File: src/rtl/controle_musicas_seq_pkg.sv
// Shared types and constants for the song sequencer: FSM encoding, memory
// geometry and the end-of-song marker value.
package controle_musicas_seq_pkg;

    typedef enum logic [3:0] {
        OCIOSO,
        LE_ESPERA,
        AVALIA,
        TOCA,
        PROXIMA,
        GRAVA,
        ESCREVE,
        TERMINA,
        FIM
    } estado_t;

    localparam logic [4:0] ADDR_ULTIMA         = 5'd31;
    localparam logic [4:0] ADDR_PENULTIMA      = 5'd30;
    localparam int         TEMPO_ZERO_UNIDADES = 16;
    localparam logic [3:0] NOTA_FIM            = 4'd0;
    localparam logic [3:0] TEMPO_FIM           = 4'd0;

    // A stored tempo of 0 on a real note means the longest duration.
    function automatic logic [4:0] unidades_tempo(input logic [3:0] tempo);
        return (tempo == 4'd0) ? 5'(TEMPO_ZERO_UNIDADES) : {1'b0, tempo};
    endfunction

endpackage

File: src/rtl/controle_musicas_seq_contador.sv
// Loadable down-counter that stops at zero; zero_o flags an exhausted count.
module contador_duracao #(
    parameter int W = 8
) (
    input  logic         clk,
    input  logic         reset,
    input  logic         limpar_i,
    input  logic         carregar_i,
    input  logic [W-1:0] valor_i,
    input  logic         decrementar_i,
    output logic         zero_o
);

    logic [W-1:0] contagem_q;

    always_ff @(posedge clk) begin
        if (reset || limpar_i) begin
            contagem_q <= '0;
        end else if (carregar_i) begin
            contagem_q <= valor_i;
        end else if (decrementar_i && (contagem_q != '0)) begin
            contagem_q <= contagem_q - W'(1);
        end
    end

    assign zero_o = (contagem_q == '0);

endmodule

File: src/rtl/controle_musicas_seq.sv
// Song sequencer: plays a song from the note/tempo bank word by word, or
// records user notes into it and closes the song with an end marker.
module controle_musicas_seq
    import controle_musicas_seq_pkg::*;
#(
    parameter int TICKS_POR_TEMPO = 12_500_000
) (
    input  logic       clk,
    input  logic       reset,
    input  logic       iniciar,
    input  logic       gravar_inicio,
    input  logic       gravar_nota,
    input  logic       gravar_fim,
    input  logic       abortar,
    input  logic [3:0] musica_in,
    input  logic [3:0] nota_in,
    input  logic [3:0] tempo_in,
    input  logic [3:0] mem_nota,
    input  logic [3:0] mem_tempo,
    input  logic       mem_fim_musica,
    output logic [4:0] mem_addr,
    output logic [3:0] mem_musica,
    output logic       mem_we,
    output logic [3:0] mem_data_nota,
    output logic [3:0] mem_data_tempo,
    output logic [3:0] nota_tocando,
    output logic       tocando,
    output logic       ocupado,
    output logic       cheio,
    output logic       pronto
);

    localparam int              CW      = $clog2(TICKS_POR_TEMPO) + 5;
    localparam logic [CW-1:0]   TICKS_W = CW'(TICKS_POR_TEMPO);

    estado_t       estado_q, estado_d;
    logic [4:0]    addr_q, addr_d;
    logic [3:0]    musica_q, musica_d;
    logic          cheio_q, cheio_d;
    logic [3:0]    nota_q, nota_d;
    logic [3:0]    data_nota_q, data_nota_d;
    logic [3:0]    data_tempo_q, data_tempo_d;
    logic          cont_limpar, cont_carregar, cont_zero;
    logic [CW-1:0] cont_carga;

    // Counter holds the last TOCA cycle at zero, so load with duration-1.
    assign cont_carga = CW'(unidades_tempo(mem_tempo)) * TICKS_W - CW'(1);

    contador_duracao #(.W(CW)) u_contador (
        .clk           (clk),
        .reset         (reset),
        .limpar_i      (cont_limpar),
        .carregar_i    (cont_carregar),
        .valor_i       (cont_carga),
        .decrementar_i (estado_q == TOCA),
        .zero_o        (cont_zero)
    );

    always_comb begin
        estado_d      = estado_q;
        addr_d        = addr_q;
        musica_d      = musica_q;
        cheio_d       = cheio_q;
        nota_d        = nota_q;
        data_nota_d   = data_nota_q;
        data_tempo_d  = data_tempo_q;
        cont_limpar   = 1'b0;
        cont_carregar = 1'b0;
        if (abortar) begin
            estado_d     = OCIOSO;
            addr_d       = '0;
            musica_d     = '0;
            cheio_d      = 1'b0;
            nota_d       = '0;
            data_nota_d  = '0;
            data_tempo_d = '0;
            cont_limpar  = 1'b1;
        end else begin
            case (estado_q)
                OCIOSO: begin
                    if (iniciar) begin
                        musica_d = musica_in;
                        addr_d   = '0;
                        estado_d = LE_ESPERA;
                    end else if (gravar_inicio) begin
                        musica_d = musica_in;
                        addr_d   = '0;
                        cheio_d  = 1'b0;
                        estado_d = GRAVA;
                    end
                end
                LE_ESPERA: estado_d = AVALIA;
                AVALIA: begin
                    if (mem_fim_musica) begin
                        estado_d = FIM;
                    end else begin
                        nota_d        = mem_nota;
                        cont_carregar = 1'b1;
                        estado_d      = TOCA;
                    end
                end
                TOCA: begin
                    if (cont_zero) begin
                        estado_d = (addr_q == ADDR_ULTIMA) ? FIM : PROXIMA;
                    end
                end
                PROXIMA: begin
                    addr_d   = addr_q + 5'd1;
                    estado_d = LE_ESPERA;
                end
                GRAVA: begin
                    if (gravar_nota && !cheio_q) begin
                        data_nota_d  = nota_in;
                        data_tempo_d = tempo_in;
                        estado_d     = ESCREVE;
                    end else if (gravar_fim) begin
                        data_nota_d  = NOTA_FIM;
                        data_tempo_d = TEMPO_FIM;
                        estado_d     = TERMINA;
                    end
                end
                ESCREVE: begin
                    // Word 31 is reserved for the terminator of a full song.
                    if (addr_q == ADDR_PENULTIMA) begin
                        cheio_d = 1'b1;
                        addr_d  = ADDR_ULTIMA;
                    end else begin
                        addr_d = addr_q + 5'd1;
                    end
                    estado_d = GRAVA;
                end
                TERMINA: estado_d = FIM;
                FIM:     estado_d = OCIOSO;
                default: estado_d = OCIOSO;
            endcase
        end
    end

    always_ff @(posedge clk) begin
        if (reset) begin
            estado_q     <= OCIOSO;
            addr_q       <= '0;
            musica_q     <= '0;
            cheio_q      <= 1'b0;
            nota_q       <= '0;
            data_nota_q  <= '0;
            data_tempo_q <= '0;
        end else begin
            estado_q     <= estado_d;
            addr_q       <= addr_d;
            musica_q     <= musica_d;
            cheio_q      <= cheio_d;
            nota_q       <= nota_d;
            data_nota_q  <= data_nota_d;
            data_tempo_q <= data_tempo_d;
        end
    end

    assign mem_addr       = addr_q;
    assign mem_musica     = musica_q;
    assign mem_we         = (estado_q == ESCREVE) || (estado_q == TERMINA);
    assign mem_data_nota  = data_nota_q;
    assign mem_data_tempo = data_tempo_q;
    assign tocando        = (estado_q == TOCA);
    assign nota_tocando   = (estado_q == TOCA) ? nota_q : 4'd0;
    assign ocupado        = (estado_q != OCIOSO);
    assign cheio          = cheio_q;
    assign pronto         = (estado_q == FIM);

endmodule
File: config.mk
export PLATFORM = sky130hd
export DESIGN_NAME = controle_musicas_seq
export DESIGN_NICKNAME = d
export VERILOG_FILES = /design/src/rtl/controle_musicas_seq_pkg.sv /design/src/rtl/controle_musicas_seq_contador.sv /design/src/rtl/controle_musicas_seq.sv
export SDC_FILE = /design/constraint.sdc
export NUM_CORES = 1
export LEC_CHECK = 0
export CORE_ASPECT_RATIO = 0.6
export CORE_MARGIN = 8
export CORE_UTILIZATION = 57
export DETAILED_ROUTE_END_ITERATION = 8
export HOLD_SLACK_MARGIN = 0.02
export PLACE_DENSITY = 0.91
export SETUP_SLACK_MARGIN = 0.4
export SKIP_CTS_REPAIR_TIMING = 1
export SLEW_MARGIN = 5
export SYNTH_ARGS = -nofsm -noshare
export SYNTH_HDL_FRONTEND = slang
export SYNTH_SLANG_ARGS = --single-unit
File: constraint.sdc
create_clock -name clk -period 6.6 [get_ports clk]
set_clock_uncertainty 0.05 [all_clocks]
set_input_delay 0.99 -clock clk [delete_from_list [all_inputs] [get_ports clk]]
set_output_delay 0.99 -clock clk [all_outputs]
set_load 0.02 [all_outputs]
* After elaboration in Yosys (flattened, before gate mapping)
Index checks and enable logic that the tools add are counted.
** Cells by class
- Add/subtract/negate cells :: 3
- Mux-type cells :: 29
- Bitwise operators :: 1
- Multipliers :: 1
- Reduce and logical (&&, ||, !) cells :: 22
- Equality and inequality tests :: 16
** Operator list (count)
- $mux W29 :: 2
- $sub A29 B1 Y29 const B :: 2
- $mux W4 :: 13
- $pmux W4 S8 :: 1
- $logic_not A29 Y1 :: 1
- $reduce_bool A29 Y1 :: 1
- $mul A5 B19 Y24 const B :: 1
- $mux W5 :: 4
- $eq A4 B3 Y1 const B :: 4
- $pmux W5 S3 :: 1
- $eq A5 B5 Y1 const B :: 2
- $eq A4 B2 Y1 const B :: 2
- $logic_not A4 Y1 :: 2
- $ne A2 B2 Y1 const B :: 4
- $reduce_and A2 Y1 :: 4
- $reduce_bool A2 Y1 :: 4
- $mux W1 :: 7
- $ne A3 B3 Y1 const B :: 2
- $add A5 B1 Y5 const B :: 1
- $eq A4 B1 Y1 const B :: 1
- $eq A4 B4 Y1 const B :: 1
- $reduce_and A4 Y1 :: 1
- $reduce_bool A4 Y1 :: 1
- $reduce_and A3 Y1 :: 1
- 7 further kinds :: 9
** Storage, ports and cells
- Logic and storage cells :: 80
- Bits in registers :: 55
- Output and inout port bits :: 26
- Input port bits :: 28

* Longest topological paths before layout
- Word-level depth :: 5
- Gate-level depth with buffers :: 24
- Depth with buffers taken out :: 21

* Hierarchy
Synthesis repeated with hierarchy kept, for this count alone.
** Unflattened totals
- Cells, all modules :: 598
- Area total of the unflattened synthesis :: 4704.5 µm²
** Modules (own cells, without submodules)
- controle_musicas_seq :: area an instance 2989.1 µm², times used 1, cells each 383, seq. area each 520.5 µm²
- contador_duracao :: area an instance 1715.4 µm², times used 1, cells each 215, seq. area each 580.6 µm²

* Worst setup path after synthesis
OpenSTA, ideal clock, no wires.
- Path kind :: in2reg
- Start :: input port mem_tempo[3]
- End :: register u_contador.contagem_q[27]
- Setup slack :: 920 ps
- Data arrival time :: 5506 ps
- Setup time :: 125 ps
- Data required time :: 6425 ps
- Cell stages on the path :: 19
- Path buffers :: 3
- Path through :: clkbuf_1 > inv_1 > ha_1 > nand2_1 > clkbuf_1 > nand2_1 > fa_1 > inv_1 > fa_1 > ha_1 > buf_2 > a31o_4 > or3_4 > a2111oi_4 > nand4b_1 > nor4b_2 > nand3_1 > xnor2_1 > o22ai_1
** Between the ends
- Word-level cells in the longest chain between the ends :: 5
** Ends and longest elaborated chain
- from (decl) :: RTL line controle_musicas_seq.sv:19 : input logic [3:0] mem_tempo,
- $logic_not A4 Y1 :: RTL line controle_musicas_seq_pkg.sv:25 : return (tempo == 4'd0) ? 5'(TEMPO_ZERO_UNIDADES) : {1'b0, tempo};
- $mux W5 (*) :: RTL line controle_musicas_seq_pkg.sv:25
- $mul A5 B19 Y24 (*) :: RTL line controle_musicas_seq.sv:47 : assign cont_carga = CW'(unidades_tempo(mem_tempo)) * TICKS_W - CW'(1);
- $sub A29 B1 Y29 (*) :: RTL line controle_musicas_seq.sv:47
- $mux W29 (*) :: RTL line controle_musicas_seq_contador.sv:19 : end else if (carregar_i) begin
- to (signal assigned) :: RTL line controle_musicas_seq_contador.sv:20 : contagem_q <= valor_i;
- to (signal assigned) :: RTL line controle_musicas_seq_contador.sv:22 : contagem_q <= contagem_q - W'(1);
- to (decl) :: RTL line controle_musicas_seq_contador.sv:14 : logic [W-1:0] contagem_q;
Every way passes the cells marked *; elsewhere a longest branch is shown, timed or not.
A chain may end at the register's enable or synchronous reset.

* Final worst setup path
- Start :: input port mem_tempo[1]
- End :: register u_contador.contagem_q[28]
The elaborated chain is that of the path after synthesis.

==> results.md <==
* NumNets Final at 669
* Clock Power Share at 26.4%
* Die extent in x at 130 um
* 1st-iter DRT viols at 463
* Die height at about 84 um
* RSZ-0062 raised after global routing: false
* CP Max Fanout at 12
* Drt wl/cell at 18.0 um
* Synth unique cells at 63
* Clock sink total at 55
* Max_cap viols at 0
* Avg Inst Size Synth at 8.02 um^2
* Switching power at 0.000464 W
* Leading cell types in the layout, fill and taps excluded: nor2_1 (64), dfxtp_1 (55), clkdlybuf4s50_1 (53)
* Sequential Power Share at between 20% and 30%
* Yosys top cell area share at about a quarter
* Total CTS buffers at 5
* Worst-Margin Slew at between 900 and 1000 ps
* CP Capture Type: flip-flop
* Synth async-reset ratio at 0%
* Routed Antenna Nets at 0
* Hold/Removal Path Class: flip-flop to flip-flop
* Relative slew slack at 37.5%
* Vias per cell at 6.11
* Ant. Diodes at 0
* Sequential area share after synthesis at 24.7%
* Clock Path Buffers at 2
* GRT overflow at 0
* Detailed-router iteration count before antenna repair at 5
* Worst Setup Path Type: input pin to flip-flop
* Final core occ at 67.8%
* Area leader, netlist: dfxtp_1
* First-pass GRT wire length at 19900 um
* Placer Congestion at a little under 1
* Final setup vio count at 0
* Worst-Skew Late Latency at around 300 ps
* Status: finished clean
* CP arrival at about 6200 ps
* Vias at ~4.3k
* # rows at 25
* Post-DP HPWL at 9590 um
* Post-synth EDFFs at 0
* Clock slew at reported path FFs at 80 ps
* Sw frac at 39.1%
* Fmax at 166 MHz
* Synthesis-to-layout area growth at 17.7%
* Crit share post-route at between 90% and 100%
* Synth Warn # at 0
* Initial antenna violation count at 0
* Cell-internal power at 0.000724 W
* CP Data Required Time at 6770 ps
* Largest net degree at the start of global routing at 45
* CTS tree: done
* CP startpoint kind: input pin
* I/O Buffers at 53
* Root buffer cell: clkbuf_16
* Number of global-route vias before repair at ~3.9k
* Core Footprint at 7730 um^2
* IO Count at 54
* Ys flop type: dfxtp_1
* Final Hold Vio Count at 0
* Final Max Tran Viols at 0
* DRC viols at 0
* Maximum VDD drop at 0.114 mV
* Layout cells sized above 1 at under 10%
* Overall Global Routing Usage at 22.4%
* LEAKAGE at 2.06 nW
* Synth Instances at 555
* Largest cells by area after synthesis: dfxtp_1 (25%), ha_1 (11%), xnor2_1 (6.7%)
* Post-layout min period at 6020 ps
* FF+latch count, synth at 55
* Commonest non-fill, non-tap cell in the layout: nor2_1
* Die area at 11000 um^2
* Setup_tns at 0 ps
* Max H-tree Level at 2
* Logic pwr share at 45.1%
* Mapped cell area at 4450 um^2
* Starting Density at 57.6%
* DRT Wirelength at 12600 um
* PwrDens at between 200 and 250 nW/um^2
-- cell usage after synthesis, types with 2 or more instances --
| cell type | n |
|---|---|
| a221oi_1 | 3 |
| clkbuf_1 | 22 |
| and2_0 | 2 |
| ha_1 | 39 |
| nor4_1 | 6 |
| nor2b_1 | 5 |
| and3_2 | 2 |
| or3_1 | 5 |
| nand4_1 | 8 |
| and3_1 | 2 |
| nand3_1 | 15 |
| or2_2 | 2 |
| a21o_1 | 6 |
| o31ai_1 | 4 |
| nand2b_1 | 4 |
| nor2_1 | 64 |
| nor4b_1 | 2 |
| xnor2_1 | 34 |
| nor3b_1 | 5 |
| dfxtp_1 | 55 |
| a21oi_1 | 28 |
| o22ai_1 | 7 |
| a2111oi_0 | 3 |
| nand2_1 | 44 |
| nor3_1 | 17 |
| o21ai_0 | 21 |
| o211ai_1 | 4 |
| buf_2 | 3 |
| a211oi_1 | 16 |
| nand3b_1 | 5 |
| inv_1 | 32 |
| xor2_1 | 22 |
| a31oi_1 | 4 |
| mux2i_1 | 9 |
| fa_1 | 9 |
| a22oi_1 | 9 |
| or4_1 | 3 |
| and2_1 | 8 |
| o31a_1 | 2 |
-- kinds of logic after synthesis --
kind of cell    count (synthesis)  share of synthesized area (%)
compound gates                118                           17.9
other cells                     1                         0.0842
simple gates                  209                           23.9
flops                          55                           24.7
xor+xnor                       56                           11.0
buf+inv                        59                           5.26
fa+ha+maj                      48                           15.0
mux                             9                           2.02
-- metrics by stage --
| step | total power, W | cell area (um^2) | hold slack (ps) | cells | setup WS [ps] |
|---|---|---|---|---|---|
| 3_5_place_dp | 0.000855 | 5040 | 417 | 694 | 91.0 |
| 2_1_floorplan | 0.000732 | 4460 | 391 | 556 | 920 |
| 5_1_grt | 0.00125 | 5240 | 480 | 702 | 405 |
| 6_report | 0.00119 | 5240 | 451 | 702 | 579 |
| 4_1_cts | 0.00117 | 5210 | 449 | 702 | 389 |
| 3_3_place_gp | 0.000834 | 5040 | 412 | 694 | 432 |
-- sequential cells by signal, indices dropped and copies added, names as in the netlist --
| name | cells |
|---|---|
| u_contador.contagem_q | 29 |
| mem_addr | 5 |
| estado_q | 4 |
| mem_data_nota | 4 |
| mem_data_tempo | 4 |
| mem_musica | 4 |
| nota_q | 4 |
| cheio | 1 |
-- path summary, 6_finish.rpt --
check / start / cells after the start / endpoint / slack, ps
max: mem_tempo[1] / 19 / u_contador.contagem_q[28] / 580
min: nota_q[3] / 2 / nota_q[3] / 450
max reg2reg: u_contador.contagem_q[6] / 10 / u_contador.contagem_q[21] / 3110
min reg2reg: nota_q[3] / 2 / nota_q[3] / 450
-- power by group through the flow --
stage                     registers, W  logic (W)  clock network, W
after floorplan               0.000346   0.000386                 0
after global placement        0.000347   0.000487                 0
after detailed placement      0.000347   0.000508                 0
after CTS                     0.000339   0.000512          0.000315
after global routing          0.000340   0.000578          0.000327
final                         0.000339   0.000535          0.000314
-- worst max-delay path: stages --
cell and delay [ps]:
clkdlybuf4s50_1 650, inv_1 130, ha_1 300, nand2_4 190, inv_1 130, nor2_1 130, xnor2_1 130, ha_1 260
ha_1 350, ha_1 440, a21o_1 260, a31o_4 240, or3_4 390, a2111oi_4 440, a31oi_1 190, a2111oi_1 460
nand4_1 160, xnor2_1 170, o22ai_1 180
-- routing by layer --
metal | vias up | routed length, um | GRT usage (%)
li1 | 2034 | - | -
met3 | 27 | 1100 | 6.07
met1 | 2033 | 5770 | 30.7
met2 | 197 | 5570 | 34.2
met4 | 0 | 165 | 4.93
met5 | - | 0 | 0
-- layout make-up --
class,instances,area (um^2)
well taps,108,135
clock buffers,5,125
multi-input cells,442,3150
flip-flops and latches,55,1100
inverters,32,124
repair buffers,57,561
clock inverters,3,47.5
fillers,612,2490
Note: power is estimated with default switching activity, not from simulation.
